--- src/rtl/keypad_pkg.sv ---
// rtl/keypad_pkg.sv - shared state encoding, widths and helpers for the keypad scanner
package keypad_pkg;

  localparam int ROWS   = 4;
  localparam int COLS   = 4;
  localparam int ROW_W  = 2;
  localparam int COL_W  = 2;
  localparam int CODE_W = 4;

  typedef enum logic [1:0] {
    ST_SCAN    = 2'd0,
    ST_CONFIRM = 2'd1,
    ST_HELD    = 2'd2,
    ST_RELEASE = 2'd3
  } scan_state_e;

  // Stable-count actions requested by the scan FSM
  typedef enum logic [1:0] {
    CNT_HOLD = 2'd0,
    CNT_CLR  = 2'd1,
    CNT_ONE  = 2'd2,
    CNT_INC  = 2'd3
  } cnt_op_e;

  // Index of the lowest-numbered active-low column (0 when none is low)
  function automatic logic [COL_W-1:0] lowest_low(input logic [COLS-1:0] col_n);
    logic [COL_W-1:0] idx;
    idx = '0;
    for (int i = COLS - 1; i >= 0; i--) begin
      if (!col_n[i]) idx = COL_W'(i);
    end
    return idx;
  endfunction

endpackage

--- src/rtl/key_sync_debounce.sv ---
// rtl/key_sync_debounce.sv - column synchronizer and stable-sample counter
module key_sync_debounce
  import keypad_pkg::*;
#(
  parameter int CNT_W = 4
) (
  input  logic             clk_i,
  input  logic             rst_i,
  input  logic [COLS-1:0]  col_i,
  input  cnt_op_e          cnt_op_i,
  output logic [COLS-1:0]  col_sync_o,
  output logic [CNT_W-1:0] cnt_o
);

  logic [COLS-1:0]  meta_q;
  logic [COLS-1:0]  sync_q;
  logic [CNT_W-1:0] cnt_q;
  logic [CNT_W-1:0] cnt_d;

  // Two-flop synchronizer; idle lines are pulled up, so reset to all ones
  always_ff @(posedge clk_i) begin
    if (rst_i) begin
      meta_q <= '1;
      sync_q <= '1;
    end else begin
      meta_q <= col_i;
      sync_q <= meta_q;
    end
  end

  // Next value of the consecutive-sample counter as directed by the FSM
  always_comb begin
    cnt_d = cnt_q;
    case (cnt_op_i)
      CNT_CLR: cnt_d = '0;
      CNT_ONE: cnt_d = CNT_W'(1);
      CNT_INC: cnt_d = cnt_q + CNT_W'(1);
      default: cnt_d = cnt_q;
    endcase
  end

  // Counter register
  always_ff @(posedge clk_i) begin
    if (rst_i) cnt_q <= '0;
    else       cnt_q <= cnt_d;
  end

  assign col_sync_o = sync_q;
  assign cnt_o      = cnt_q;

endmodule

--- src/rtl/keypad_scan.sv ---
// rtl/keypad_scan.sv - 4x4 keypad row scanner with key capture; KEYPAD_DEBOUNCE_EN enables debounce
module keypad_scan
  import keypad_pkg::*;
#(
  parameter int SCAN_DIV       = 1000,
  parameter int DEBOUNCE_SCANS = 4
) (
  input  logic              CLK,
  input  logic              RST,
  input  logic [COLS-1:0]   Col_In,
  output logic [ROWS-1:0]   Row_Out,
  output logic [CODE_W-1:0] Key_Code,
  output logic              Key_Valid,
  output logic              Key_Held
);

  // Samples needed to accept or release a key; one sample when debounce is off
`ifdef KEYPAD_DEBOUNCE_EN
  localparam int NEED = DEBOUNCE_SCANS * 4;
`else
  localparam int NEED = 1 + 0 * DEBOUNCE_SCANS;
`endif
  localparam int               CNT_W    = $clog2(NEED + 1);
  localparam logic [CNT_W-1:0] LAST_CNT = CNT_W'(NEED - 1);
  localparam int               DIV_W    = $clog2(SCAN_DIV);
  localparam logic [DIV_W-1:0] DIV_LAST = DIV_W'(SCAN_DIV - 1);

  logic [DIV_W-1:0]  div_q;
  logic [ROW_W-1:0]  row_q;
  scan_state_e       state_q,   state_d;
  logic [COL_W-1:0]  lat_col_q, lat_col_d;
  logic [CODE_W-1:0] code_q,    code_d;
  logic              valid_q,   valid_d;
  logic              held_q,    held_d;

  logic              tick;
  logic              row_adv;
  cnt_op_e           cnt_op;
  logic [COLS-1:0]   col_sync;
  logic [COLS-1:0]   col_low;
  logic              any_low;
  logic [COL_W-1:0]  first_col;
  logic [CNT_W-1:0]  cnt_q;

  key_sync_debounce #(
    .CNT_W (CNT_W)
  ) u_sync (
    .clk_i      (CLK),
    .rst_i      (RST),
    .col_i      (Col_In),
    .cnt_op_i   (cnt_op),
    .col_sync_o (col_sync),
    .cnt_o      (cnt_q)
  );

  // Columns are judged in the last dwell cycle, just before the row moves on
  assign tick      = (div_q == DIV_LAST);
  assign col_low   = ~col_sync;
  assign any_low   = |col_low;
  assign first_col = lowest_low(col_sync);

  // Dwell divider: wraps every SCAN_DIV cycles
  always_ff @(posedge CLK) begin
    if (RST)       div_q <= '0;
    else if (tick) div_q <= '0;
    else           div_q <= div_q + DIV_W'(1);
  end

  // Scan FSM next state; the row only advances on ticks that land in SCAN
  always_comb begin
    state_d   = state_q;
    lat_col_d = lat_col_q;
    code_d    = code_q;
    held_d    = held_q;
    valid_d   = 1'b0;
    row_adv   = 1'b0;
    cnt_op    = CNT_HOLD;
    if (tick) begin
      case (state_q)
        ST_SCAN: begin
          if (any_low) begin
            lat_col_d = first_col;
            if (NEED == 1) begin
              code_d  = {row_q, first_col};
              valid_d = 1'b1;
              held_d  = 1'b1;
              state_d = ST_HELD;
            end else begin
              state_d = ST_CONFIRM;
              cnt_op  = CNT_ONE;
            end
          end else begin
            row_adv = 1'b1;
          end
        end
        ST_CONFIRM: begin
          if (col_low[lat_col_q]) begin
            if (cnt_q == LAST_CNT) begin
              code_d  = {row_q, lat_col_q};
              valid_d = 1'b1;
              held_d  = 1'b1;
              state_d = ST_HELD;
              cnt_op  = CNT_CLR;
            end else begin
              cnt_op  = CNT_INC;
            end
          end else begin
            state_d = ST_SCAN;
            cnt_op  = CNT_CLR;
            row_adv = 1'b1;
          end
        end
        ST_HELD: begin
          if (!col_low[lat_col_q]) begin
            if (NEED == 1) begin
              held_d  = 1'b0;
              state_d = ST_SCAN;
              row_adv = 1'b1;
            end else begin
              state_d = ST_RELEASE;
              cnt_op  = CNT_ONE;
            end
          end
        end
        ST_RELEASE: begin
          if (!col_low[lat_col_q]) begin
            if (cnt_q == LAST_CNT) begin
              held_d  = 1'b0;
              state_d = ST_SCAN;
              cnt_op  = CNT_CLR;
              row_adv = 1'b1;
            end else begin
              cnt_op  = CNT_INC;
            end
          end else begin
            state_d = ST_HELD;
            cnt_op  = CNT_CLR;
          end
        end
        default: begin
          state_d = ST_SCAN;
          cnt_op  = CNT_CLR;
        end
      endcase
    end
  end

  // FSM, row index and output registers
  always_ff @(posedge CLK) begin
    if (RST) begin
      state_q   <= ST_SCAN;
      row_q     <= '0;
      lat_col_q <= '0;
      code_q    <= '0;
      valid_q   <= 1'b0;
      held_q    <= 1'b0;
    end else begin
      state_q   <= state_d;
      row_q     <= row_adv ? row_q + ROW_W'(1) : row_q;
      lat_col_q <= lat_col_d;
      code_q    <= code_d;
      valid_q   <= valid_d;
      held_q    <= held_d;
    end
  end

  assign Row_Out   = ~(ROWS'(1) << row_q);
  assign Key_Code  = code_q;
  assign Key_Valid = valid_q;
  assign Key_Held  = held_q;

endmodule

--- config.mk ---
export PLATFORM = sky130hd
export DESIGN_NAME = keypad_scan
export DESIGN_NICKNAME = d
export VERILOG_FILES = /design/src/rtl/keypad_pkg.sv /design/src/rtl/key_sync_debounce.sv /design/src/rtl/keypad_scan.sv
export SDC_FILE = /design/constraint.sdc
export NUM_CORES = 1
export LEC_CHECK = 0
export BUFFER_PORTS_ARGS = -buffer_cell sky130_fd_sc_hd__buf_2
export CAP_MARGIN = 30
export CORE_ASPECT_RATIO = 1.75
export CORE_MARGIN = 5
export CORE_UTILIZATION = 49
export DETAILED_ROUTE_END_ITERATION = 8
export PLACE_DENSITY_LB_ADDON = 0.15
export SYNTH_ARGS = -nofsm -noshare
export SYNTH_HDL_FRONTEND = slang
export SYNTH_SLANG_ARGS = --single-unit
export TNS_END_PERCENT = 5
--- constraint.sdc ---
create_clock -name CLK -period 1.7 [get_ports CLK]
set_clock_uncertainty 0.1 [all_clocks]
set_input_delay 0.17 -clock CLK [delete_from_list [all_inputs] [get_ports CLK]]
set_output_delay 0.17 -clock CLK [all_outputs]
set_load 0.03 [all_outputs]
==> results.yml <==
status:
  status: "finished clean"
global_route:
  grt_pass1_vias: 984
  grtUsageMet2: 0.2753
  grt_first_pass_wirelength_um: 3946
  gr-total-overflow: 0
  use_met1: 0.1552
  grt_antenna_before_repair: 0
  grt-busiest-layer: "met2"
  global_route.usage.met3: 0.02153
  grt_start_max_net_pins: 21
  grt.total_usage: 0.1504
logic_synthesis:
  syn_nets: 140
  synth_area_um2: 1179
  yosys_register_bits: 28
  yosys_warnings: 0
  seq_area_frac_synth: 0.4756
  synth_edf_count: 0
  synthFlopType: "dfxtp_1"
  yosys-top-cells-area: "dfxtp_1 48%, ha_1 5.3%, nand2_1 5.1%"
  avgSynthCellArea_um2: 9.137
  synth_top_area_cell: "dfxtp_1"
  synth_top_area_share: 0.4756
  synth_cell_type_count: 28
  syn_inst: 129
  async_flop_share: 0
cells_and_area:
  final_common_cell: "dfxtp_1"
  syn_to_final_growth_pct: 21.55
  regArea_um2: 561.8
  fillers: 218
  antenna_cells: 0
  multi_input_area_um2: 578.1
  drive_above_1_share: 0.2727
  final_cell_mix: "27 x dfxtp_1, 16 x nand2_1, 15 x buf_2"
  nets: 166
power:
  cellPowerDensity_nw_per_um2: 883.9
  leakagePower_uw: 0.0005675
  power.total_uw: 1266
  peakVddDrop_uv: 574.4
route:
  drc: 0
  via_per_inst: 5.257
  drtAntennaViolNets: 0
  num_vias: 941
  first_pass_iters: 2
  detailedRoute.firstIterationViolations: 5
  routed_wl_um: 2135
  wl_per_cell_um: 11.93
clocking:
  cts_tree: "done"
  clk_latency_ns: 0.27
  cts.sinks: 28
  cts_buffers: 3
  cts_max_level: 1
  root_buffer: "clkbuf_8"
  cts.clk_slew.worst_paths_ns: 0.09
  clockBufferDepth: 2
timing:
  timing.slew.headroom: 0.7854
  rsz0062_at_grt: "true"
  period_needed_ns: 1.590
  fin_crit_sh: 0.9351
  report.final.hold_viol_count: 0
  setup_violations: 0
  finalSetupTns_ns: 0
  tightest_slew_ns: 0.3210
  timing.fmax_ghz: 0.6291
  finalMaxSlewViolations: 0
critical_path:
  crit_fanout: 4
  path_cells: "ha_2 -> nand4b_1 -> or4_1 -> o21ai_0 -> a21oi_1"
  path_class: "register to register"
  critPathLaunchType: "register"
  crit_slowest_cell: "or4_1"
  end_kind: "register"
  worstPathRequired_ns: 1.76
  cp.arrival_ns: 1.65
  crit_path_max_incr_delay_ns: 0.43
worst_hold_path:
  hold_path.class: "input pin to register"
placement:
  globalplace.congestion: 0.7366
  numPortBuffers: 15
  post-dp-hpwl_um: 1617
floorplanning:
  dieArea_um2: 3525
  core_area_um2: 2302
  floorplan.rows: 23
  die_h_um: 74.88
  die_w_um: 47.08
  start_util: 0.5120
  boundaryPins: 16
job:
  maxCapViolCount: 0
final timing paths:
check,start,to,slack (ns),cells past startpoint
setup reg to reg,div_q[1],row_q[1],0.11,5
hold reg to reg,u_sync.meta_q[2],u_sync.col_sync_o[2],0.32,1
hold / removal,RST,div_q[2],0.16,2
setup / recovery,div_q[1],row_q[1],0.11,5
report_power, final:
part	switching (µW)	internal, µW	total [µW]
clock network	201	315	516
logic	32.7	36.5	69.2
registers	10.5	671	681
per-stage QoR:
stage               area [µm²]  std cells  setup slack, ns  hold slack [ns]    util
finish                    1433        179           0.1104           0.1573  0.6223
global route              1433        179         -0.01098           0.1781  0.6223
CTS                       1423        179          0.05481           0.1580  0.6179
detailed placement        1311        171          0.07442           0.2545  0.5696
global placement          1311        171           0.1445           0.2522  0.5696
floorplan                 1179        129          0.03138           0.1738       -
state kept, by name, indices dropped and copies added, names as in the netlist:
name / count
row_q: 2
Key_Valid: 1
u_sync.meta_q: 4
div_q: 10
state_q: 1
u_sync.col_sync_o: 4
Key_Code: 4
lat_col_q: 2
cells by family after synthesis:
family	count (synthesis)	synth area share
fa+ha+maj	5	0.05308
flops	28	0.4756
compound gates	14	0.06687
mux	1	0.01911
simple gates	61	0.2845
buf+inv	12	0.04140
xor+xnor	8	0.05945
critical path: cells and delay by family (launching register included):
family,cells,cell delay [ns]
AOI/OAI and AO/OA,2,0.24
DFF,1,0.37
and+or+nand+nor,2,0.55
adders and majority gates,1,0.22
metal layers:
| metal | vias up | routed length, µm |
|---|---|---|
| met5 | - | 0 |
| met4 | 0 | 61 |
| met3 | 7 | 93 |
| met2 | 19 | 1145 |
| met1 | 433 | 836 |
| li1 | 482 | - |
final cells by class:
cell class                      count  share of cell area
Clock buffer                        3             0.02882
Clock inverter                      1             0.02096
Inverter                            8             0.02096
Multi-Input combinational cell     89              0.4035
Sequential cell                    28              0.3921
Tap cell                           25             0.02183
Timing Repair Buffer               25              0.1118
Yosys cell counts (2+ instances only):
library cell and number:
a21oi_1 9, nor2_1 13, buf_2 3, nor3_1 4, xnor2_1 6, xor2_1 2, o21ai_0 3, nand2_1 16
inv_1 8, ha_1 5, or2_2 9, dfxtp_1 28, nand4_1 3, nand3_1 6
repair_timing:
item / in CTS / in global routing
setup buffers: 0 / 0
endpoints found under the setup margin: 0 / 6
hold buffers: 4 / 0
hold endpoints to repair: 4 / 0
gates resized for setup: 0 / 4
Note: power is estimated with default switching activity, not from simulation.
